### src/rtl/fetch_sequencer.sv
// Fetch/run-control unit: PC sequencing with req/done handshake, writable branch LUT and stall.
// Optional return stack enabled by defining FETCH_CALL_STACK_EN.
module fetch_sequencer #(
    parameter int unsigned D        = 12,
    parameter int unsigned LT       = 5,
    parameter int unsigned END_ADDR = 128,
    parameter int unsigned SD       = 4
) (
    input  logic          clk,
    input  logic          reset,
    input  logic          req,
    output logic          done,
    output logic [D-1:0]  prog_ctr,
    output logic          fetch_valid,
    input  logic          stall,
    input  logic          br_take,
    input  logic          br_rel,
    input  logic [LT-1:0] br_idx,
    input  logic          lut_wr_en,
    input  logic [LT-1:0] lut_wr_idx,
    input  logic [D-1:0]  lut_wr_data
`ifdef FETCH_CALL_STACK_EN
    ,
    input  logic          call,
    input  logic          ret,
    output logic          stack_err
`endif
);

    localparam int unsigned LUT_N  = 2 ** LT;
    localparam logic [D-1:0] END_PC = D'(END_ADDR);

    typedef enum logic [1:0] {
        ST_IDLE = 2'd0,
        ST_RUN  = 2'd1,
        ST_DONE = 2'd2
    } state_e;

    state_e         state_q, state_d;
    logic [D-1:0]   prog_ctr_q, prog_ctr_d;
    logic           fetch_valid_q, fetch_valid_d;
    logic           done_q, done_d;
    logic [D-1:0]   lut_q [LUT_N];

    logic           at_end;
    logic           advance;
    logic [D-1:0]   lut_rd;
    logic [D-1:0]   pc_inc;
    logic [D-1:0]   br_target;
    logic           pop_sel;
    logic [D-1:0]   pop_pc;

    assign at_end    = (prog_ctr_q == END_PC);
    assign advance   = (state_q == ST_RUN) && !at_end && !stall;
    assign lut_rd    = lut_q[br_idx];
    assign pc_inc    = prog_ctr_q + D'(1);
    // Relative targets: the D-bit LUT word is already the sign-extended offset modulo 2**D.
    assign br_target = br_rel ? (prog_ctr_q + lut_rd) : lut_rd;

    // Branch-target LUT: synchronous write, combinational read (same-cycle read sees old word).
    always_ff @(posedge clk or negedge reset) begin
        if (!reset) begin
            for (int i = 0; i < int'(LUT_N); i++) begin
                lut_q[i] <= '0;
            end
        end else if (lut_wr_en) begin
            lut_q[lut_wr_idx] <= lut_wr_data;
        end
    end

`ifdef FETCH_CALL_STACK_EN
    localparam int unsigned SPW = $clog2(SD + 1);
    localparam int unsigned SIW = (SD > 1) ? $clog2(SD) : 1;

    logic [D-1:0]   stk_q [SD];
    logic [SPW-1:0] sp_q, sp_d;
    logic [SPW-1:0] sp_m1;
    logic           stack_err_q, stack_err_d;
    logic           do_call, do_ret, stk_full, stk_empty, push_ok;

    assign do_call   = advance && call && br_take;
    assign do_ret    = advance && ret && !call;
    assign stk_full  = (sp_q == SPW'(SD));
    assign stk_empty = (sp_q == '0);
    assign push_ok   = do_call && !stk_full;
    assign sp_m1     = sp_q - SPW'(1);
    assign pop_sel   = do_ret;
    assign pop_pc    = stk_empty ? pc_inc : stk_q[sp_m1[SIW-1:0]];

    // Stack pointer and sticky error; both cleared when a new run begins.
    always_comb begin
        sp_d        = sp_q;
        stack_err_d = stack_err_q;
        if (state_q == ST_IDLE && state_d == ST_RUN) begin
            sp_d = '0;
        end else if (push_ok) begin
            sp_d = sp_q + SPW'(1);
        end else if (do_ret && !stk_empty) begin
            sp_d = sp_m1;
        end
        if (state_d == ST_IDLE) begin
            stack_err_d = 1'b0;
        end
        if ((do_call && stk_full) || (do_ret && stk_empty)) begin
            stack_err_d = 1'b1;
        end
    end

    always_ff @(posedge clk or negedge reset) begin
        if (!reset) begin
            sp_q        <= '0;
            stack_err_q <= 1'b0;
            for (int i = 0; i < int'(SD); i++) begin
                stk_q[i] <= '0;
            end
        end else begin
            sp_q        <= sp_d;
            stack_err_q <= stack_err_d;
            if (push_ok) begin
                stk_q[sp_q[SIW-1:0]] <= pc_inc;
            end
        end
    end

    assign stack_err = stack_err_q;
`else
    assign pop_sel = 1'b0;
    assign pop_pc  = '0;
`endif

    // State register and registered outputs.
    always_ff @(posedge clk or negedge reset) begin
        if (!reset) begin
            state_q       <= ST_IDLE;
            prog_ctr_q    <= '0;
            fetch_valid_q <= 1'b0;
            done_q        <= 1'b0;
        end else begin
            state_q       <= state_d;
            prog_ctr_q    <= prog_ctr_d;
            fetch_valid_q <= fetch_valid_d;
            done_q        <= done_d;
        end
    end

    // Next-state logic; req is only sampled in IDLE and DONE.
    always_comb begin
        state_d = state_q;
        unique case (state_q)
            ST_IDLE: if (req)    state_d = ST_RUN;
            ST_RUN:  if (at_end) state_d = ST_DONE;
            ST_DONE: if (!req)   state_d = ST_IDLE;
            default:             state_d = ST_IDLE;
        endcase
    end

    // PC update in priority order end > stall > return > branch > increment.
    always_comb begin
        prog_ctr_d    = prog_ctr_q;
        fetch_valid_d = (state_d == ST_RUN);
        done_d        = (state_d == ST_DONE);
        unique case (state_q)
            ST_IDLE: prog_ctr_d = '0;
            ST_RUN: begin
                if (advance) begin
                    if (pop_sel) begin
                        prog_ctr_d = pop_pc;
                    end else if (br_take) begin
                        prog_ctr_d = br_target;
                    end else begin
                        prog_ctr_d = pc_inc;
                    end
                end
            end
            ST_DONE: prog_ctr_d = prog_ctr_q;
            default: prog_ctr_d = '0;
        endcase
    end

    assign prog_ctr    = prog_ctr_q;
    assign fetch_valid = fetch_valid_q;
    assign done        = done_q;

endmodule

### config.mk
export PLATFORM = sky130hd
export DESIGN_NAME = fetch_sequencer
export DESIGN_NICKNAME = d
export VERILOG_FILES = /design/src/rtl/fetch_sequencer.sv
export SDC_FILE = /design/constraint.sdc
export NUM_CORES = 1
export LEC_CHECK = 0
export ABC_AREA = 1
export ABC_CLOCK_PERIOD_IN_PS = 6900
export CORE_MARGIN = 2
export CORE_UTILIZATION = 32
export CTS_CLUSTER_DIAMETER = 50
export DETAILED_ROUTE_END_ITERATION = 12
export PLACE_DENSITY = 0.56
export SLEW_MARGIN = 20
export SYNTH_ARGS = -nofsm -noshare
export SYNTH_HDL_FRONTEND = slang
export SYNTH_SLANG_ARGS = --single-unit
### constraint.sdc
create_clock -name clk -period 6.9 [get_ports clk]
set_input_delay 1.38 -clock clk [delete_from_list [all_inputs] [get_ports clk]]
set_output_delay 1.38 -clock clk [all_outputs]
set_load 0.1 [all_outputs]
* Word level (Yosys, flattened, before mapping) *
Index checks and enable logic that the tools add are counted.

cells by class
  $add $sub $neg = 2
  bitwise gates (word level) = 3
  muxes and demuxes = 14
  eq/ne operators = 6
  reductions and logical operators = 7
  $lt $le $gt $ge = 3

operators with widths
  operator                                                               number
  384-bit bitwise mux                                                    1
  12-bit two-way mux                                                     6
  12-bit binary-select mux with 5-bit select                             1
  12-bit demux with 5-bit select                                         1
  12-bit one-hot mux with 2 select lines                                 1
  12-bit by 1-bit adder with 12-bit output (second input constant)       1
  12-bit adder                                                           1
  12-bit by 8-bit == test with 1-bit output (second input constant)      1
  6-bit greater-or-equal comparator (second input constant)              2
  5-bit inverter with 6-bit output                                       2
  6-bit by 1-bit < comparator with 1-bit output (second input constant)  1
  2-bit two-way mux                                                      3
  2-bit one-hot mux with 3 select lines                                  1
  2-bit by 1-bit == test with 1-bit output (second input constant)       2
  2-bit == test (second input constant)                                  2
  1-bit logical AND                                                      3
  1-bit logical NOT                                                      2
  2-bit logical NOT                                                      1
  2-bit inequality test (second input constant)                          1
  2-bit AND reduction                                                    1
  1-bit inverter                                                         1

word-level totals
  logic and storage cells = 71
  output and inout port bits = 14
  bits of input ports = 29
  register bits = 400

* Logic depth before layout (Yosys ltp) *
Gate-level depths: netlist of run 1.

  depth in word-level cells = 9
  depth in mapped cells = 25
  mapped depth without buffers = 22

* Worst setup path after synthesis of run 1 *
OpenSTA, ideal clock, no wires.

  path kind = input-to-reg
  start = input br_idx[1]
  end = register prog_ctr_q[4] (netlist: prog_ctr[4])
  slack = 3.066 ns
  required time = 6.771 ns
  data arrival time = 3.705 ns
  path buffers = 3
  library setup time = 0.129 ns
  cell stages on the path = 19
  cells stage by stage = buf_4 -> inv_1 -> buf_2 -> buf_2 -> nand3_1 -> nand3_1 -> nand2_1 -> nand2_1 -> nand3_1 -> and2_1 -> ha_1 -> fa_1 -> nand3_1 -> nand2_1 -> xnor2_1 -> o21ai_0 -> o21bai_1 -> nand2_1 -> o21ai_0

on the way
  word-level cells in the longest chain between the ends = 9

RTL lines
  what                                                        line  text
  from (decl)                                                 18    input logic [LT-1:0] br_idx,
  5-bit inverter with 6-bit output (implied by the code) (*)  55    assign lut_rd = lut_q[br_idx];
  12-bit binary-select mux with 5-bit select (*)              55
  12-bit two-way mux (implied by the code) (*) (2 in series)  55
  12-bit adder                                                58    assign br_target = br_rel ? (prog_ctr_q + lut_rd) : lut_rd;
  12-bit two-way mux (*)                                      58
  12-bit two-way mux (*)                                      168   end else if (br_take) begin
  12-bit two-way mux (*)                                      165   if (advance) begin
  12-bit one-hot mux with 2 select lines (*)                  162   unique case (state_q)
  to (signal assigned)                                        140   prog_ctr_q <= prog_ctr_d;
  to (decl)                                                   40    logic [D-1:0] prog_ctr_q, prog_ctr_d;

Mark *: on every way between the ends. The rest lies on a longest branch, timed or not. The select of a mux whose other input is x is not followed.
A chain may end at the register's enable or synchronous reset.

* Worst setup path after layout of run 1 *
  start = input br_idx[2]
  end = register prog_ctr_q[7] (netlist: prog_ctr[7])

The elaborated chain is that of the path after synthesis.

==> results of run 1 <==
-- layout by cell type, fill, tap and decap left out, drive strengths merged --
master / instances
or2: 3
nand2: 906
inv: 61
o31ai: 2
a21oi: 85
clkinv: 16
xor2: 6
o211ai: 1
xnor2: 3
o21ai: 342
clkdlybuf4s50: 38
clkinvlp: 5
dfrtp: 400
nor2: 85
and2: 11
fa: 1
nand4: 7
nand3: 339
ha: 13
nor4: 1
nor3: 14
a31oi: 2
buf: 28
nand3b: 2
clkbuf: 74
o21bai: 3
bufinv: 2
a21o: 2
-- per-layer routing --
layer	share of wire [%]	vias up	routed length, µm
li1	-	7969	-
met1	47	8002	27500
met2	44	479	26000
met3	6.0	94	3500
met4	2.9	2	1730
met5	0.027	-	16
-- area by class of cell --
class / instances / area (µm²) / share of cell area, %
clock buffers: 74 / 1520 / 6.99
clock inverters: 20 / 195 / 0.896
inverters: 64 / 246 / 1.13
multi-input cells: 1828 / 8180 / 37.5
flip-flops and latches: 400 / 10000 / 45.9
well taps: 773 / 967 / 4.44
repair buffers: 66 / 673 / 3.09
-- state kept, by name (all words and copies together), names as in the netlist --
register     count
prog_ctr        12
fetch_valid      1
done             1
state_q          2
lut_q          384
-- cells by family after synthesis --
group                    Yosys count  share of synthesized area [%]
AND/OR/NAND/NOR                 1368                           29.7
adder cells (fa/ha/maj)           14                          0.952
AO/OA/AOI/OAI                    437                           11.5
flip-flops                       400                           52.2
XOR/XNOR                           9                          0.411
buffers and inverters            248                           5.24
-- power by group through the flow --
stage / sequential (W) / combinational, W / clock, W
6_report: 0.00313 / 0.00172 / 0.00269
5_1_grt: 0.00320 / 0.00195 / 0.00285
2_1_floorplan: 0.00334 / 0.00102 / 0
3_5_place_dp: 0.00316 / 0.00172 / 0
3_3_place_gp: 0.00315 / 0.00170 / 0
4_1_cts: 0.00313 / 0.00173 / 0.00274
-- how the worst max path moves through the flow --
stage          startpoint           to  slack [ps]  cells after the start
6_report        br_idx[2]  prog_ctr[7]        2320                     17
5_1_grt         br_idx[0]  prog_ctr[4]        2110                     19
4_1_cts         br_idx[2]  prog_ctr[7]        2430                     17
3_5_place_dp    br_idx[2]  prog_ctr[7]        1810                     17
3_3_place_gp    br_idx[2]  prog_ctr[7]        1820                     17
2_1_floorplan   br_idx[1]  prog_ctr[4]        3070                     19
-- stage by stage --
step	power, W	hold slack (ps)
after floorplan	0.00436	446
after global placement	0.00484	461
after detailed placement	0.00488	465
after CTS	0.00760	477
after global routing	0.00799	500
final	0.00754	474
==> results.md, run 1 <==
* Status: finished, final reports clean
* Hold path cells at 1
* Max VDD drop at 0.000207 V
* Clock Power Share at 35.6%
* Vias per inst at 5.13
* Max_slew headroom at 26.5%
* Crit path time final at 4580 ps
* Setup Skew at 22.8 ps
* Post-Route Utilization at 36.9%
* Vias at 16500
* Initial antenna violation count at 1
* Clk pin slew, worst setup/hold paths at 60 ps
* Die area at 61900 µm²
* Achievable clock frequency at 218 MHz
* Die height at 249 µm
* Worst EP required at 7420 ps
* Fillers at 6109
* Number of routed nets with antenna violations at 0
* WP buf/inv at 3
* Final WL at 58800 µm
* R2r setup slk at 4000 ps
* Placement Cell Area at 20000 µm²
* Max-slew violations at 0
* Clock Tree Root: clkbuf_16
* Final setup TNS at 0 ps
* Worst Hold Path EP: fetch_valid
* Max-cap check violation count at 0
* Count leader, synth: nand2_1
* Sink Count at 400
* Setup Viol. Count Final at 0
* Crit-path max cell delay at 820 ps
* Crit path arrival time at 5100 ps
* Iter 0 DRT Violations at 1655
* Slowest cell on the critical path: clkinv_1
* Cell Chain, Critical Path: buf_2 > clkinv_1 > buf_4 > nand3_1 > nand2_1 > nand2_1 > nand3_1 > and2_1 > ha_1 > a21oi_1 > nand2_1 > a21oi_1 > xor2_1 > or2_2 > nand3_1 > nand2_1 > nand2_1
* Switch Pwr at 0.00253 W
* Post-synth top area cell: dfrtp_1
* Fin cells at 3225
* Gr usage total at 19.2%
* Reg2reg path depth at 16
* GR Layer Usage met1 at 27.5%
* DP HPWL at 34200 µm
* Largest net degree at the start of global routing at 174
* Period utilisation layout at 66.4%
* Critical Path Start Type: input pin
* EDFF count, synth at 0
* Drc violations at 0
* DRT Pass-1 Iters at 5
* Place WS at 1810 ps
* Gate power share at 22.9%
* Met3 GRT Util at 3.25%
* RD Place Congestion at 0.887
* Cell Int Power at 0.00501 W
* PortBufs at 42
* Synth cell types at 32
* First-pass GRT wire length at 93800 µm
* Rows at 89
* Inst Count DP at 3129
* Reg2reg end: prog_ctr[7]
* Clk Latency, worst-skew pair at 610 ps
* #FFs+latches synth at 400
* Setup bufs post-CTS at 0
* Crit end category: flop
* Most frequent CP cell: nand2_1
* RR Startpoint: lut_q[158]
* Worst hold path type: reg2reg
* H-tree Lvls at 2
* Worst-Margin Slew at 1100 ps
* TritonCTS clock tree: yes
* Layout cells sized above 1 at 5.34%
* Die width at 249 µm
* Io pins at 43
* GR peak layer: met2
* Ant. Diodes at 0
* Grt total ovfl at 0
* Nets at 2454
* Predominant post-synthesis flop cell: dfrtp_1
* RSZ-0062 raised after global routing: no
* Kind of critical path: in2reg
* Sw frac at 33.6%
* Top cell type's share of synthesized area at 52.2%
* Mapped Cells at 2476
* Async set or reset register ratio after synthesis at 100%
* Core area at 59100 µm²
* Sequential Power Share at 41.5%
* Mapped Nets at 2519
* Post-synth top cells: nand2_1, dfrtp_1, nand3_1, o21ai_0, clkbuf_1
* Final WS setup at 2320 ps
* Cell area power density at 346 nW/µm²
* CTS Buf Count at 51
* Vias in the first global route at 15800
* Synth warnings at 0
* Worst-case clock buffer depth at 3
* Met2 Resource Use GR at 29.2%
* Post-CTS Hold Fix Bufs at 0
* Post-cts resize count at 0
* Mapped cell area at 19200 µm²
* Crit-path max FO at 23
* Fin. Hold Viols at 0
* Family with the most delay on the worst path: buffers and inverters
* P_leak at 10.1 nW
* Area added between synthesis and finish at 13.6%
* Register area share after synthesis at 52.2%
* Top post-synthesis cells by area: dfrtp_1, nand2_1, nand3_1
* Hold Path Origin: state_q[0]
* Syn avg cell area at 7.75 µm²
* Starting Density at 32.5%
* Design Area, Final at 21800 µm²
* Avg WL per Cell at 18.2 µm
Note: power is estimated with default switching activity, not from simulation.
==> run 2, diff against run 1 <==
- ABC_CLOCK_PERIOD_IN_PS: 6900 -> 4200
- PLACE_DENSITY: 0.56 -> 0.57
- clock period: 6.9 -> 4.2 ns (I/O delays scaled with it)
==> results.md, run 2 (same netlist as run 1, synthesis figures left out) <==
* Status: finished, final reports clean
* Crit path time final at 3250 ps
* Final WL at 59700 µm (+1.6%)
* Most frequent cells in the layout: nand2_1, dfrtp_1, nand3_1
* Crit path arrival time at 3760 ps (-1340 ps)
* Worst EP required at 4710 ps (-2710 ps)
* Gate power share at 23.5% (+0.6 points)
* Sw frac at 33.4% (-0.23 points)
* Sequential Power Share at 41.8% (+0.3 points)
* Setup Skew at 25.9 ps (+3.16 ps)
* Starting Density at 32.5% (unchanged)
* Worst hold path type: in2async
* H-tree Lvls at 2 (unchanged)
* Fin. Hold Viols at 0 (unchanged)
* Largest net degree at the start of global routing at 101 (-42%)
* Multi-input gate area at 8170 µm² (about the same)
* Biggest register: lut_q
* Gr usage total at 19.5% (+0.31 points)
* Sink Count at 400 (unchanged)
* Die area at 61900 µm² (unchanged)
* Setup bufs post-CTS at 0 (unchanged)
* Max VDD drop at 0.000296 V (+43%)
* Worst-case clock buffer depth at 3 (unchanged)
* DRT Pass-1 Iters at 6 (+1)
* Avg WL per Cell at 18.3 µm (+0.53%)
* Clk pin slew, worst setup/hold paths at 60 ps (about the same)
* Vias at 16600 (+0.50%)
* Setup Viol. Count Final at 0 (unchanged)
* Crit end category: flop
* Fillers at 6073 (-0.59%)
* Post-cts resize count at 0 (unchanged)
* Clock Tree Root: clkbuf_16
* Achievable clock frequency at 308 MHz
* Cell area power density at 557 nW/µm² (+61%)
* RSZ-0062 raised after global routing: no
* PortBufs at 42 (unchanged)
* DP HPWL at 37600 µm (+9.9%)
* Critical Path Start Type: input pin
* Post-CTS Hold Fix Bufs at 0 (unchanged)
* Final setup TNS at 0 ps (unchanged)
* Die height at 249 µm (unchanged)
* P_leak at 10.2 nW (+1.9%)
* Number of routed nets with antenna violations at 0 (unchanged)
* Most common cell after layout, fill and taps aside: nand2_1
* Hold WS at 191 ps (-283 ps)
* Max-slew violations at 0 (unchanged)
* Ant. Diodes at 0 (unchanged)
* Max-cap check violation count at 0 (unchanged)
* Vias in the first global route at 16100 (+2.2%)
* TritonCTS clock tree: yes
* Kind of critical path: in2reg
* Area added between synthesis and finish at 15.2%
* Period utilisation layout at 77.4%
* Vias per inst at 5.10 (-0.55%)
* Layout cells sized above 1 at 6.40% (+1.1 points)
* Grt total ovfl at 0 (unchanged)
* Switch Pwr at 0.00411 W (+62%)
* Initial antenna violation count at 1 (unchanged)
* Core area at 59100 µm² (unchanged)
* Die width at 249 µm (unchanged)
* Iter 0 DRT Violations at 1472 (-11%)
* Nets at 2491 (+1.5%)
* Worst-Margin Slew at 1040 ps (-54.7 ps)
* Post-Route Utilization at 37.4% (+0.52 points)
* CTS Buf Count at 49 (-3.9%)
* Crit-path max FO at 40 (+74%)
* First-pass GRT wire length at 95200 µm (+1.5%)
* Max_slew headroom at 30.2% (+3.7 points)
* Clk Latency, worst-skew pair at 600 ps (about the same)
* Rows at 89 (unchanged)
* Io pins at 43 (unchanged)
* Seq. cell area at 10000 µm² (unchanged)
* RD Place Congestion at 0.918 (+3.4%)
* Clock Power Share at 34.7% (-0.9 points)
* Cell Int Power at 0.00821 W (+64%)
* Drc violations at 0 (unchanged)
* Largest register FFs at 384 (unchanged)
## run 2: cell types whose count changed in the layout (fill, tap and decap cells not counted), sizes merged
cell,change
inv,+1
clkbuf,-1
bufinv,+2
buf,+39
clkinvlp,-3
clkinv,-4
## run 2: area by class of cell
class,instances,area share (%)
clock buffers,73,6.46
clock inverters,16,0.940
inverters,64,1.12
multi-input cells,1828,37.0
flip-flops and latches,400,45.3
well taps,773,4.38
repair buffers,105,4.83
## run 2: worst max-delay path, stage by stage
cell and delay (ps):
buf_4 130, clkinv_2 270, buf_12 290, nand3_1 110
nand3_1 100, nand2_1 90, nand2_1 70, nand3_1 80
and2_1 190, ha_1 250, fa_1 450, nand3_1 90
nand2_1 110, a21oi_1 210, or2_2 140, nand3_1 70
nand3_1 130, nand2_1 50, nand2_1 50
## run 2: metrics by stage
step | area, µm² | total power, W | worst slack [ps] | std cells
after floorplan | 19200 | 0.00716 | 906 | 2476
after global placement | 20500 | 0.00805 | 375 | 3170
after detailed placement | 20500 | 0.00810 | 403 | 3170
after CTS | 22100 | 0.0124 | 1010 | 3259
after global routing | 22100 | 0.0130 | 756 | 3259
final | 22100 | 0.0123 | 950 | 3259
## run 2: path summary, 6_finish.rpt
kind                            start  slack, ps  depth (start not counted)          end
min in group clk           state_q[0]        470                          1  fetch_valid
max reg2reg                 lut_q[12]       1430                         17  prog_ctr[6]
max                         br_idx[1]        950                         19  prog_ctr[6]
min reg2reg                state_q[0]        470                          1  fetch_valid
max in group asynchronous       reset       3010                          2    lut_q[23]
min                             reset        190                          1   lut_q[354]
## run 2: per-layer routing
metal | vias to the layer above | part of all wire, % | GRT usage [%]
met5 | - | 0 | 0
met1 | 7999 | 46 | 27.6
met3 | 91 | 6.7 | 3.19
li1 | 8030 | - | -
met2 | 508 | 45 | 30.4
met4 | 0 | 2.3 | 5.90
## run 2: power groups by stage
| stage | clock [W] | sequential [W] | combinational [W] |
|---|---|---|---|
| floorplan | 0 | 0.00549 | 0.00167 |
| global placement | 0 | 0.00518 | 0.00287 |
| detailed placement | 0 | 0.00520 | 0.00290 |
| CTS | 0.00436 | 0.00514 | 0.00291 |
| global route | 0.00453 | 0.00525 | 0.00327 |
| finish | 0.00427 | 0.00515 | 0.00290 |
